--- config.mk ---
export PLATFORM = sky130hd
export DESIGN_NAME = ex_muldiv_unit
export DESIGN_NICKNAME = d
export VERILOG_FILES = /design/src/rtl/ex_muldiv_unit.sv
export SDC_FILE = /design/constraint.sdc
export NUM_CORES = 1
export LEC_CHECK = 0
export ABC_AREA = 1
export CAP_MARGIN = 40
export CORE_MARGIN = 1.5
export CORE_UTILIZATION = 40
export CTS_BUF_LIST = sky130_fd_sc_hd__clkbuf_16
export DETAILED_ROUTE_END_ITERATION = 10
export PLACE_DENSITY = 0.7
export SLEW_MARGIN = 15
export SYNTH_ARGS = -nofsm -noshare
export SYNTH_HDL_FRONTEND = slang
export SYNTH_SLANG_ARGS = --single-unit
--- constraint.sdc ---
create_clock -name CLK -period 9.9 [get_ports CLK]
set_input_delay 1.485 -clock CLK [delete_from_list [all_inputs] [get_ports CLK]]
set_output_delay 1.485 -clock CLK [all_outputs]
set_load 0.05 [all_outputs]
--- src/rtl/ex_muldiv_unit.sv ---
// ex_muldiv_unit: EX-stage iterative multiply/divide unit with architectural HI/LO.
//
// Executes MULT/MULTU (radix-2 shift-add) and DIV/DIVU (restoring) over 32 iteration
// cycles, serves MFHI/MFLO/MTHI/MTLO, and stalls the front of the pipeline while an
// operation is running.
//
// Configuration macro: MULDIV_DIV_EN
//   defined   - DIV/DIVU implemented.
//   undefined - divider datapath and DIV state omitted; DIV/DIVU act as no-ops.
//
// Ports:
//   CLK          in   pipeline clock, rising edge
//   RESET        in   asynchronous active-high reset
//   EX_Opcode    in   [5:0]  opcode of instruction in EX
//   EX_Funct     in   [5:0]  funct field of instruction in EX
//   EX_RS_Data   in   [31:0] rs operand (multiplicand / dividend / MTHI-MTLO source)
//   EX_RT_Data   in   [31:0] rt operand (multiplier / divisor)
//   EX_Flush     in   EX slot is a bubble; blocks new starts and HI/LO writes
//   MD_Stall     out  hold IF/ID, ID/EX and PC
//   MD_Busy      out  iteration in progress
//   MD_HILO_Data out  [31:0] HI for MFHI, LO for MFLO, else 0
//   MD_HI        out  [31:0] current HI
//   MD_LO        out  [31:0] current LO
module ex_muldiv_unit (
  input  logic        CLK,
  input  logic        RESET,
  input  logic [5:0]  EX_Opcode,
  input  logic [5:0]  EX_Funct,
  input  logic [31:0] EX_RS_Data,
  input  logic [31:0] EX_RT_Data,
  input  logic        EX_Flush,
  output logic        MD_Stall,
  output logic        MD_Busy,
  output logic [31:0] MD_HILO_Data,
  output logic [31:0] MD_HI,
  output logic [31:0] MD_LO
);

  localparam logic [5:0] FnMfhi  = 6'h10;
  localparam logic [5:0] FnMthi  = 6'h11;
  localparam logic [5:0] FnMflo  = 6'h12;
  localparam logic [5:0] FnMtlo  = 6'h13;
  localparam logic [5:0] FnMult  = 6'h18;
  localparam logic [5:0] FnMultu = 6'h19;
`ifdef MULDIV_DIV_EN
  localparam logic [5:0] FnDiv   = 6'h1A;
  localparam logic [5:0] FnDivu  = 6'h1B;

  typedef enum logic [1:0] {StIdle, StMul, StDiv, StDone} state_e;
`else
  typedef enum logic [1:0] {StIdle, StMul, StDone} state_e;
`endif

  state_e state_q, state_d;

  logic [4:0]  count_q, count_d;
  logic [63:0] acc_q, acc_d;     // product accumulator; [63:32] doubles as divide remainder
  logic [31:0] op_a_q, op_a_d;   // |rs|; shifts into the quotient while dividing
  logic [31:0] op_b_q, op_b_d;   // |rt|; shifts right while multiplying
  logic        neg_q, neg_d;     // product / quotient sign
  logic [31:0] hi_q, hi_d;
  logic [31:0] lo_q, lo_d;

  // Decode. RESET also blocks decode so no stall or start is seen during reset.
  logic dec_valid, is_mul, is_div, start, is_signed;
  logic [31:0] rs_abs, rt_abs;

  assign dec_valid = !RESET && (EX_Opcode == 6'h00) && !EX_Flush;
  assign is_mul    = dec_valid && ((EX_Funct == FnMult) || (EX_Funct == FnMultu));
`ifdef MULDIV_DIV_EN
  assign is_div    = dec_valid && ((EX_Funct == FnDiv) || (EX_Funct == FnDivu));
`else
  assign is_div    = 1'b0;
`endif
  assign start     = is_mul || is_div;
  // MULT and DIV have funct[0]=0, the unsigned variants funct[0]=1.
  assign is_signed = !EX_Funct[0];
  assign rs_abs    = (is_signed && EX_RS_Data[31]) ? (32'd0 - EX_RS_Data) : EX_RS_Data;
  assign rt_abs    = (is_signed && EX_RT_Data[31]) ? (32'd0 - EX_RT_Data) : EX_RT_Data;

  // Multiply step: add multiplicand into the upper half, then shift the whole
  // accumulator right; after 32 steps it holds the full 64-bit product.
  logic [32:0] mul_sum;
  logic [63:0] mul_acc, mul_res;

  assign mul_sum = {1'b0, acc_q[63:32]} + (op_b_q[0] ? {1'b0, op_a_q} : 33'd0);
  assign mul_acc = {mul_sum, acc_q[31:1]};
  assign mul_res = neg_q ? (64'd0 - mul_acc) : mul_acc;

`ifdef MULDIV_DIV_EN
  logic        rem_neg_q, rem_neg_d;
  logic [31:0] rs_raw_q, rs_raw_d;   // untouched rs, returned in HI on divide-by-zero
  logic [32:0] rem_shift, rem_diff;
  logic        q_bit;
  logic [31:0] rem_nxt, quo_nxt;

  // Restoring step: remainder < divisor always, so the shifted value fits 33 bits.
  assign rem_shift = {acc_q[63:32], op_a_q[31]};
  assign rem_diff  = rem_shift - {1'b0, op_b_q};
  assign q_bit     = !rem_diff[32];
  assign rem_nxt   = q_bit ? rem_diff[31:0] : rem_shift[31:0];
  assign quo_nxt   = {op_a_q[30:0], q_bit};
`endif

  // FSM state register
  always_ff @(posedge CLK or posedge RESET) begin
    if (RESET) begin
      state_q <= StIdle;
    end else begin
      state_q <= state_d;
    end
  end

  // FSM next state
  always_comb begin
    state_d = state_q;
    case (state_q)
      StIdle: begin
        if (is_mul) begin
          state_d = StMul;
`ifdef MULDIV_DIV_EN
        end else if (is_div) begin
          state_d = StDiv;
`endif
        end
      end
      StMul:   if (count_q == 5'd31) state_d = StDone;
`ifdef MULDIV_DIV_EN
      StDiv:   if (count_q == 5'd31) state_d = StDone;
`endif
      StDone:  state_d = StIdle;
      default: state_d = StIdle;
    endcase
  end

  // FSM outputs
  always_comb begin
    MD_Busy = (state_q == StMul);
`ifdef MULDIV_DIV_EN
    MD_Busy = MD_Busy || (state_q == StDiv);
`endif
    MD_Stall     = MD_Busy || ((state_q == StIdle) && start);
    MD_HILO_Data = 32'd0;
    if (dec_valid && (state_q == StIdle)) begin
      if (EX_Funct == FnMfhi) MD_HILO_Data = hi_q;
      if (EX_Funct == FnMflo) MD_HILO_Data = lo_q;
    end
  end

  assign MD_HI = hi_q;
  assign MD_LO = lo_q;

  // Datapath next state
  always_comb begin
    count_d = count_q;
    acc_d   = acc_q;
    op_a_d  = op_a_q;
    op_b_d  = op_b_q;
    neg_d   = neg_q;
    hi_d    = hi_q;
    lo_d    = lo_q;
`ifdef MULDIV_DIV_EN
    rem_neg_d = rem_neg_q;
    rs_raw_d  = rs_raw_q;
`endif
    case (state_q)
      StIdle: begin
        if (start) begin
          op_a_d  = rs_abs;
          op_b_d  = rt_abs;
          neg_d   = is_signed && (EX_RS_Data[31] ^ EX_RT_Data[31]);
          acc_d   = 64'd0;
          count_d = 5'd0;
`ifdef MULDIV_DIV_EN
          rem_neg_d = is_signed && EX_RS_Data[31];
          rs_raw_d  = EX_RS_Data;
`endif
        end else if (dec_valid && (EX_Funct == FnMthi)) begin
          hi_d = EX_RS_Data;
        end else if (dec_valid && (EX_Funct == FnMtlo)) begin
          lo_d = EX_RS_Data;
        end
      end
      StMul: begin
        acc_d   = mul_acc;
        op_b_d  = {1'b0, op_b_q[31:1]};
        count_d = count_q + 5'd1;
        if (count_q == 5'd31) begin
          hi_d = mul_res[63:32];
          lo_d = mul_res[31:0];
        end
      end
`ifdef MULDIV_DIV_EN
      StDiv: begin
        acc_d[63:32] = rem_nxt;
        op_a_d       = quo_nxt;
        count_d      = count_q + 5'd1;
        if (count_q == 5'd31) begin
          if (op_b_q == 32'd0) begin
            lo_d = 32'hFFFF_FFFF;
            hi_d = rs_raw_q;
          end else begin
            lo_d = neg_q ? (32'd0 - quo_nxt) : quo_nxt;
            hi_d = rem_neg_q ? (32'd0 - rem_nxt) : rem_nxt;
          end
        end
      end
`endif
      default: ;
    endcase
  end

  always_ff @(posedge CLK or posedge RESET) begin
    if (RESET) begin
      count_q <= 5'd0;
      acc_q   <= 64'd0;
      op_a_q  <= 32'd0;
      op_b_q  <= 32'd0;
      neg_q   <= 1'b0;
      hi_q    <= 32'd0;
      lo_q    <= 32'd0;
    end else begin
      count_q <= count_d;
      acc_q   <= acc_d;
      op_a_q  <= op_a_d;
      op_b_q  <= op_b_d;
      neg_q   <= neg_d;
      hi_q    <= hi_d;
      lo_q    <= lo_d;
    end
  end

`ifdef MULDIV_DIV_EN
  always_ff @(posedge CLK or posedge RESET) begin
    if (RESET) begin
      rem_neg_q <= 1'b0;
      rs_raw_q  <= 32'd0;
    end else begin
      rem_neg_q <= rem_neg_d;
      rs_raw_q  <= rs_raw_d;
    end
  end
`endif

endmodule

# Word level (Yosys, flattened, before mapping)

Cells that the tools add are included.
Widths: inputs -> output; s select.

Logic and storage cells: 76
Output and inout bits: 98
Input bits: 79
Register bits: 200

Equality and inequality tests: 14
Add/sub/neg operators: 5
Bitwise gates (word level): 1
Reductions and logical operators: 23
Muxes and demuxes: 25

Operators with widths:

| kind                  | number |
|---|---|
| $mux 32               | 14 |
| $pmux 32 s2           | 3 |
| $mux 64               | 2 |
| $pmux 64 s2           | 1 |
| $sub 1x32->32 const A | 2 |
| $sub 1x64->64 const A | 1 |
| $eq 6x5->1 const B    | 6 |
| $add 32x32->33        | 1 |
| $logic_and 1x1->1     | 10 |
| $pmux 5 s2            | 1 |
| $logic_not 6->1       | 1 |
| $ne 2x1->1 const B    | 3 |
| $ne 2x2->1 const B    | 3 |
| $reduce_and 2->1      | 3 |
| $add 5x1->5 const B   | 1 |
| $eq 5x5->1 const B    | 1 |
| $mux 5                | 1 |
| $reduce_and 5->1      | 1 |
| $mux 2                | 2 |
| $pmux 2 s2            | 1 |
| $reduce_and 4->1      | 1 |
| $logic_not 1->1       | 3 |
| $eq 2x1->1 const B    | 1 |
| $logic_not 2->1       | 1 |
| 3 further kinds       | 4 |

# Logic depth before layout (Yosys ltp)

Gate-level depths: netlist of the first run.

Depth in word-level cells: 8
Gate-level depth with buffers: 25
Gate-level depth less buffers: 23

# Least setup slack after synthesis of the first run

No wires, ideal clock.

Kind: input -> output
Start point: in EX_Funct[0]
End point: out MD_HILO_Data[10]
Setup slack: 5.093 ns
Required time: 8.415 ns
Cell stages on the path: 5
Path buffers: 2
Data arrival time: 3.322 ns
Path through: clkbuf_1 > nor4_1 > clkbuf_1 > nand2_1 > a21oi_1

Cells in the longest elaborated chain, start to end: 4
Elaborated cells on any way between the ends: 5
Classes of those cells: 2 x eq/ne; 3 x mux

RTL lines:

| what               | RTL line | source |
|---|---|---|
| start: declaration | 28       | `input logic [5:0] EX_Funct,` |
| $eq 6x5->1         | 145      | `if (EX_Funct == FnMfhi) MD_HILO_Data = hi_q;` |
| $mux 32            | 145      |  |
| $mux 32 (*)        | 146      | `if (EX_Funct == FnMflo) MD_HILO_Data = lo_q;` |
| $mux 32 (*)        | 144      | `if (dec_valid && (state_q == StIdle)) begin` |
| end: declaration   | 34       | `output logic [31:0] MD_HILO_Data,` |

Mark *: on every way between the ends. The rest lies on a longest branch, timed or not.

# Final worst setup path of the first run

Start point: in EX_Opcode[5]
End point: out MD_Stall

Cells in the longest elaborated chain, start to end: 6

RTL lines:

| what                           | RTL line | source |
|---|---|---|
| start: declaration             | 27       | `input logic [5:0] EX_Opcode,` |
| $logic_not 6->1                | 68       | `assign dec_valid = !RESET && (EX_Opcode == 6'h00) && !EX_Flush;` |
| $logic_and 1x1->1 (2 in a row) | 68       |  |
| $logic_and 1x1->1              | 69       | `assign is_mul = dec_valid && ((EX_Funct == FnMult) \|\| (EX_Funct == FnMultu));` |
| $logic_and 1x1->1              | 142      | `MD_Stall = MD_Busy \|\| ((state_q == StIdle) && start);` |
| $logic_or 1x1->1               | 142      |  |
| end: declaration               | 32       | `output logic MD_Stall,` |

Every way passes these cells.

==> flow_summary.toml, run 1 <==
[finish]
drive_gt1_share_pct = 8.735
final_area_um2 = 18040
layout.cells.non_filler = 2961
fill_cells = 3851
final_nets = 2556
diodes = 0
syn_to_final_growth_pct = 18.66

[timing]
finClkSkew_ns = 0.01784
tightestPinTransition_ns = 0.8916
clock.fmax_mhz = 163.9
finalMaxSlewViolations = 0
final.min_clock_period_ns = 6.100
final_hold_viol_count = 0
tns_ns = 0
rsz0062_at_grt = "no"
holdWs_ns = 0.4876
slew_headroom_pct = 40.56
timing.final.ws_setup_ns = 3.800
setup_viol = 0
period_share_pct = 61.62

[floorplanning]
fp.dieArea_um2 = 39190
die_x_um = 198.0
num_rows = 71
initial_utilization_pct = 40.46
die_height_um = 198.0
io_pins = 177
coreArea_um2 = 37580

[global_route]
grt_pass1_wl_mm = 80.47
grt_pass1_vias = 15000
grt_max_degree = 88
antenna_found_initial = 1
grt.overflow.total = 0
grt_usage_pct = 26.32

[synthesis]
mappedNetlistNets = 2421
syn_inst = 2303
synth_edf_count = 0
async_flop_share_pct = 100.0
syn_area_um2 = 15200
ys_seq_elements = 199
ys_warn_count = 0
ys_seq_area_share_pct = 32.75
yosys.cell_types.count = 57
synth-main-ff-cell = "dfrtp_1"
synth_area_per_cell_um2 = 6.602

[detailed_routing]
wl_per_cell_um = 17.24
via_count = 15700
vias_per_cell = 5.301
drc = 0
wirelength_mm = 51.06
initialDrtViolationCount = 1308
firstDrtPassIters = 5
ant_nets = 0

[clock_network]
hold_buffers = 0
root_buffer = "clkbuf_16"
cts_setup_buffers = 0
path_clk_slew_ns = 0.07
clock_latency_ns = 0.45
cts_max_level = 4
cts_buffers = 17
cts_resized = 0
cts_sinks = 199
cts_tree = "built"
cts_buffer_depth = 2

[critical_path]
critPathKind = "in2out"
path_depth = 9
critical_path_buf_inv_count = 3
cp_max_fo = 35
crit_chain = "clkdlybuf4s50_1 -> or2_1 -> nor3_1 -> nand3_1 -> nor2_1 -> nand2_1 -> nand2_1 -> buf_4 -> clkdlybuf4s50_1"
crit_end = "MD_Stall"
crit_family = "buffers and inverters"
r2r-end = "MD_HI[27]"
startpoint_type = "input port"
cp_slowest_stage_delay_ns = 0.89
crit_path_start = "EX_Opcode[5]"
rr_worst_depth = 17
worstReg2RegStart = "op_b_q[0]"
critPathArrivalTime_ns = 4.62
rrSetupSlack_ns = 6.07
end_kind = "output port"
cp_slowest_cell = "clkdlybuf4s50_1"
cp.required_ns = 8.42

[min_path]
worstHoldPathType = "reg2reg"
hold_path_depth = 2

[placed_design]
placed_cells = 2929
numPortBuffers = 176
postPlaceCellArea_um2 = 17430
preCtsSetupSlack_ns = 3.711
gp_congestion = 0.9646
dp_hpwl_mm = 39.98

[power]
power_leakage_nw = 8.665
vdd_ir_drop_max_uv = 98.32
p_per_area_nw_per_um2 = 104.6

[run_status]
status = "finished, final reports clean"

[flow_run]
maxCapViolCount = 0
## per-stage QoR
step                total power [mW]  utilization, %
floorplan                      1.061               -
global placement               1.180           46.17
detailed placement             1.185           46.39
CTS                            1.892           47.94
global route                   1.962           48.01
finish                         1.886           48.01
## power by group
group / internal [mW] / total [mW] / switching (mW)
sequential: 0.840 / 0.866 / 0.0260
clock: 0.359 / 0.715 / 0.356
combinational: 0.105 / 0.305 / 0.200
## area by class of cell
cell class,instances,area (um^2),area share (%)
clock buffers,17,425.4,2.358
clock inverters,14,157.7,0.8738
inverters,333,1257,6.970
multi-input cells,1689,8582,47.57
flip-flops and latches,199,4980,27.60
well taps,511,639.4,3.544
repair buffers,198,1999,11.08
## sequential cells by signal, summed over array words and instances, names as in the netlist
| register | count |
|---|---|
| neg_q | 1 |
| MD_HI | 32 |
| acc_q | 63 |
| count_q | 5 |
| MD_LO | 32 |
| state_q | 2 |
| op_b_q | 32 |
| op_a_q | 32 |
## routing by layer
metal,GRT usage (%),up-vias,routed length [um]
li1,-,7656,-
met1,33.71,7343,21390
met2,44.82,617,24370
met3,4.429,79,3776
met4,8.934,0,1521
met5,0,-,0
## synthesized netlist by cell type (2+ instances only)
| library cell | n | area share, % |
|---|---|---|
| nand2_1 | 693 | 17 |
| inv_1 | 307 | 7.6 |
| nor2_1 | 247 | 6.1 |
| dfrtp_1 | 199 | 33 |
| nand3_1 | 138 | 4.5 |
| a21oi_1 | 89 | 2.9 |
| o21ai_0 | 79 | 2.6 |
| clkbuf_1 | 56 | 1.4 |
| nand2_2 | 53 | 2.2 |
| ha_1 | 38 | 3.1 |
| o211ai_1 | 38 | 1.9 |
| a31oi_1 | 36 | 1.5 |
| xor2_1 | 36 | 2.1 |
| nor2_2 | 34 | 1.4 |
| o22ai_1 | 34 | 1.4 |
| inv_2 | 23 | 0.57 |
| nand4_1 | 23 | 0.95 |
| nor3_1 | 20 | 0.66 |
| o221ai_1 | 14 | 0.81 |
| nor2_4 | 13 | 0.96 |
| buf_2 | 12 | 0.40 |
| nand3b_1 | 12 | 0.59 |
| a41oi_1 | 11 | 0.63 |
| nand3_2 | 11 | 0.72 |
| clkbuf_8 | 8 | 0.72 |
| nor3_2 | 8 | 0.53 |
| o21ai_1 | 7 | 0.23 |
| o21bai_1 | 7 | 0.35 |
| o31ai_1 | 6 | 0.30 |
| a311oi_1 | 4 | 0.23 |
| and3_1 | 4 | 0.16 |
| nor4_1 | 4 | 0.16 |
| xnor2_1 | 4 | 0.23 |
| clkinv_1 | 3 | 0.074 |
| nand2_4 | 3 | 0.22 |
| or2_2 | 3 | 0.12 |
| a22o_1 | 2 | 0.12 |
| and2_1 | 2 | 0.082 |
| buf_1 | 2 | 0.049 |
| buf_6 | 2 | 0.15 |
| o22a_1 | 2 | 0.12 |
## placed cells by master, fill, tap and decap left out, types with 23 or more instances in the layout
cell type        instances
nand2_1                693
inv_1                  306
nor2_1                 245
dfrtp_1                199
clkdlybuf4s50_1        176
nand3_1                137
a21oi_1                 89
o21ai_0                 79
nand2_2                 53
o211ai_1                38
ha_1                    38
a31oi_1                 36
xor2_1                  36
o22ai_1                 34
nor2_2                  33
inv_2                   23
nand4_1                 23
## tightest hold or removal path, stage by stage, from the launching register on
cell     delay (ns)
dfrtp_1        0.35
nand2_1        0.05
o21ai_0        0.06
## worst min-delay path by stage
stage	startpoint	end	slack, ns
floorplan	acc_q[35]	acc_q[35]	0.45
global placement	op_a_q[3]	op_a_q[3]	0.47
detailed placement	op_a_q[4]	op_a_q[4]	0.47
CTS	op_a_q[4]	op_a_q[4]	0.49
global route	acc_q[54]	acc_q[54]	0.51
finish	op_a_q[4]	op_a_q[4]	0.49
## logic make-up after synthesis
| kind of cell | after synthesis | synth area share (%) |
|---|---|---|
| compound gates | 335 | 13.41 |
| xor+xnor | 41 | 2.411 |
| fa+ha+maj | 39 | 3.259 |
| buf+inv | 415 | 11.05 |
| flops | 199 | 32.75 |
| simple gates | 1274 | 37.12 |
No activity file was read; power rests on OpenSTA's default activity.
==> run 2, diff against run 1 <==
Clock period 9.9 ns to 6.4 ns, I/O delays scaled along.
==> run 2 against run 1 <==
  * Critical path depth did not move
  * Total power increased by 54%
  * Clock skew rose by 0.0017 ns
  * Sequential share of layout area barely moved
  * Critical path type unchanged
  * Largest power group unchanged
==> flow_summary.toml, run 2 (synthesized netlist as in run 1, its figures left out) <==
[clock_network]
cts_resized = 0
path_clk_slew_ns = 0.07
hold_buffers = 0
cts_tree = "built"
cts_setup_buffers = 0
cts_buffer_depth = 2
clock_latency_ns = 0.45
cts_max_level = 4
cts_buffers = 17
cts_sinks = 199
root_buffer = "clkbuf_16"

[detailed_routing]
firstDrtPassIters = 5
vias_per_cell = 5.312
drc = 0
wl_per_cell_um = 17.44
initialDrtViolationCount = 1304
via_count = 15740
wirelength_mm = 51.65
ant_nets = 0

[timing]
tns_ns = 0
finClkSkew_ns = 0.01955
finalMaxSlewViolations = 0
clock.fmax_mhz = 226.1
period_share_pct = 69.12
final_hold_viol_count = 0
final.min_clock_period_ns = 4.424
rsz0062_at_grt = "no"
tightestPinTransition_ns = 0.8853
slew_headroom_pct = 40.53
setup_viol = 0
timing.final.ws_setup_ns = 1.976

[global_route]
grt_pass1_wl_mm = 81.16
grt_pass1_vias = 15230
antenna_found_initial = 1
grt_max_degree = 91
grt_usage_pct = 26.56
grt.overflow.total = 0

[finish]
most-common-layout-cells = "nand2_1 (693), inv_1 (307), nor2_1 (245), dfrtp_1 (199), clkdlybuf4s50_1 (176)"
seq_area_um2 = 4980
multiInputGateArea_um2 = 8582
drive_gt1_share_pct = 8.690
largest_register_ff_count = 63
final_core_util_pct = 48.01
regMostFlops = "acc_q"
diodes = 0
syn_to_final_growth_pct = 18.65
final_nets = 2556
final_common_cell = "nand2_1"
fill_cells = 3859

[critical_path]
r2r-end = "MD_HI[23]"
cp_max_fo = 28
startpoint_type = "input port"
critPathKind = "in2out"
rr_worst_depth = 19
critPathArrivalTime_ns = 3.46
cp.required_ns = 5.44
end_kind = "output port"
worstReg2RegStart = "op_b_q[0]"
rrSetupSlack_ns = 2.96

[min_path]
hold_path_depth = 2
min_to = "op_a_q[1]"
worstHoldPathType = "reg2reg"
hp-start = "op_a_q[1]"

[floorplanning]
die_height_um = 198.0
fp.dieArea_um2 = 39190
initial_utilization_pct = 40.46
coreArea_um2 = 37580
die_x_um = 198.0
num_rows = 71
io_pins = 177

[placed_design]
dp_hpwl_mm = 39.83
gp_congestion = 0.9381
numPortBuffers = 176
preCtsSetupSlack_ns = 1.905

[power]
vdd_ir_drop_max_uv = 121.7
p_per_area_nw_per_um2 = 160.8
power_leakage_nw = 8.655

[run_status]
status = "finished, final reports clean"

[flow_run]
maxCapViolCount = 0
-- run 2: layout make-up --
class | count | share of cell area (%)
clock buffer | 17 | 2.358
clock inverter | 15 | 0.7976
tap | 511 | 3.544
sequential | 199 | 27.60
timing repair buffer | 198 | 11.15
inverter | 333 | 6.970
multi-input combinational | 1689 | 47.57
-- run 2: worst max-delay path by stage --
stage,startpoint,end,slack (ns),depth (start not counted)
after floorplan,RESET,MD_HI[0],0.01,1
after global placement,EX_Opcode[5],MD_HILO_Data[0],1.68,8
after detailed placement,RESET,MD_HILO_Data[22],1.91,8
after CTS,RESET,MD_HILO_Data[22],1.90,8
after global routing,RESET,MD_HILO_Data[22],1.83,8
final,EX_Opcode[5],MD_HILO_Data[22],1.98,9
-- run 2: metrics by stage --
stage	instance area (um^2)	total power, mW	hold slack (ns)	std cells
CTS	18010	2.910	0.4920	2961
detailed placement	17440	1.834	0.4737	2929
global placement	17350	1.828	0.4669	2925
finish	18040	2.900	0.4868	2962
global route	18040	3.012	0.5101	2962
floorplan	15200	1.641	0.4483	2303
-- run 2: metal layers --
metal | track usage [%] | vias to the layer above | share of wire [%]
met3 | 4.684 | 126 | 7.2
met5 | 0 | - | 0.021
met2 | 43.56 | 637 | 46
li1 | - | 7664 | -
met4 | 12.36 | 2 | 4.4
met1 | 33.96 | 7306 | 42
-- run 2: power breakdown --
| part | internal [mW] | switching (mW) |
|---|---|---|
| sequential | 1.30 | 0.0409 |
| combinational | 0.163 | 0.311 |
| clock | 0.546 | 0.540 |
| total | 2.01 | 0.892 |
-- run 2: worst max-delay path, stage by stage --
cell	delay (ns)
clkdlybuf4s50_1	0.39
or2_1	0.22
nor3_1	0.21
nand3_1	0.13
nor2_1	0.14
inv_1	0.19
buf_16	0.23
a21oi_1	0.15
clkdlybuf4s50_1	0.83
==> RTL change, RTL diff (settings of run 2) <==
The 3 states of `state_e` get a one-hot encoding in 3 bits.
--- a/src/rtl/ex_muldiv_unit.sv
+++ b/src/rtl/ex_muldiv_unit.sv
@@ -48,7 +48,7 @@
 
   typedef enum logic [1:0] {StIdle, StMul, StDiv, StDone} state_e;
 `else
-  typedef enum logic [1:0] {StIdle, StMul, StDone} state_e;
+  typedef enum logic [2:0] {StIdle = 3'b001, StMul = 3'b010, StDone = 3'b100} state_e;
 `endif
 
   state_e state_q, state_d;
Function: no difference found for any inputs over 4 cycles, from zero or initial values and one cycle with RESET high; so few cycles prove little.
==> RTL change against run 2 <==
- area after synthesis decreased by 1.8%
- maximum frequency is 3.0% lower
- wire length shrank 1.5%
- setup slack worse by 140 ps
- via count shrank 0.12%
- final area is 1.3% lower
- sequential cell count rose by 1
- total power decreased by 4.5%
- combinational power is 40% lower
- core utilization up 0.49 points
- critical path type unchanged
==> RTL change: results <==
[synthesis]
synth_compound_area_frac = 0.138
synth_xor_xnor_area_share = 0.0251
yosysSeqAreaShare = 0.335
post_synth_fa_ha_maj_area_fraction = 0.0324
synth.distinct_cells = 56

[routing]
routed_wire_length_per_instance_um = 17.6
routedLengthMet1_um = 21900
highest-signal-layer = "met4"
met2_wirelength_um = 24000
initial_drt_pass_iterations = 7
vias_per_cell = 5.43

[grt]
grt_usage = 0.270
use_met2 = 0.456
grt_pass1_vias = 15200
grtUsageMet3 = 0.0354
groute.layer.met1.usage = 0.353
grt_first_pass_wirelength_um = 82200
grt_max_degree = 97
antenna_found_initial = 0

[worst_setup_path]
worst_r2r_endpoint = "MD_HI[22]"
reg2reg_setup_slack_ps = 2740
timing.critical_path.arrival_ps = 3600
critical_path_maximum_fanout = 27

[timing]
worst_case_clock_skew_ps = 11.0
relSlewSlack = 0.396

[min_path]
end_point_of_the_worst_hold_path = "op_a_q[2]"
min_from = "op_a_q[2]"

[power]
static_leakage_nw = 8.68
vdd_ir_drop_max_mv = 0.182

[run_status]
status = "finished clean"

[finish]
layout.filler_cells = 3699
fraction_of_final_layout_cells_sized_beyond_drive_strength_1 = 0.0705
finalNetCount = 2531
-- RTL change: changes by cell type after synthesis, moves of 9 or more --
| cell | change |
|---|---|
| nand2_1 | +28 |
| o211ai_1 | -10 |
| nor2_2 | -12 |
| nor2_1 | -21 |
| nand2_2 | -16 |
| inv_1 | +9 |
-- RTL change: worst max-delay path, stage by stage --
cell	delay (ps)
clkdlybuf4s50_1	450
inv_1	30
nor2_1	130
inv_1	110
nor3_1	270
nand2_1	90
buf_4	240
inv_2	310
nor2_4	50
inv_2	100
clkdlybuf4s50_1	830
-- RTL change: worst max path at each step --
stage / end / depth (start not counted)
6_report: MD_Stall / 11
5_1_grt: MD_Stall / 11
4_1_cts: MD_Stall / 11
3_5_place_dp: MD_Stall / 11
3_3_place_gp: MD_HILO_Data[0] / 8
2_1_floorplan: MD_HILO_Data[10] / 5
-- RTL change: per-stage QoR --
| stage | hold WS [ps] | setup WS, ps | cells | utilization | power, mW |
|---|---|---|---|---|---|
| floorplan | 448 | 2640 | 2281 | - | 1.46 |
| global placement | 467 | 1850 | 2861 | 0.467 | 1.59 |
| global route | 512 | 1640 | 2895 | 0.485 | 2.86 |
| detailed placement | 466 | 1860 | 2863 | 0.468 | 1.60 |
| finish | 486 | 1840 | 2895 | 0.485 | 2.77 |
| CTS | 492 | 1860 | 2895 | 0.485 | 2.78 |
-- RTL change: cell type report --
class | instances | area share
multi-input combinational | 1662 | 0.469
sequential | 200 | 0.281
timing repair buffer | 197 | 0.110
inverter | 336 | 0.0711
tap | 468 | 0.0329
clock buffer | 17 | 0.0239
clock inverter | 15 | 0.0115
-- RTL change: where the power goes --
group	internal, mW	total, mW	switching (mW)	leakage, nW
Clock	0.633	1.20	0.565	0.307
Sequential	1.28	1.29	0.0124	2.29
Combinational	0.105	0.285	0.180	6.09
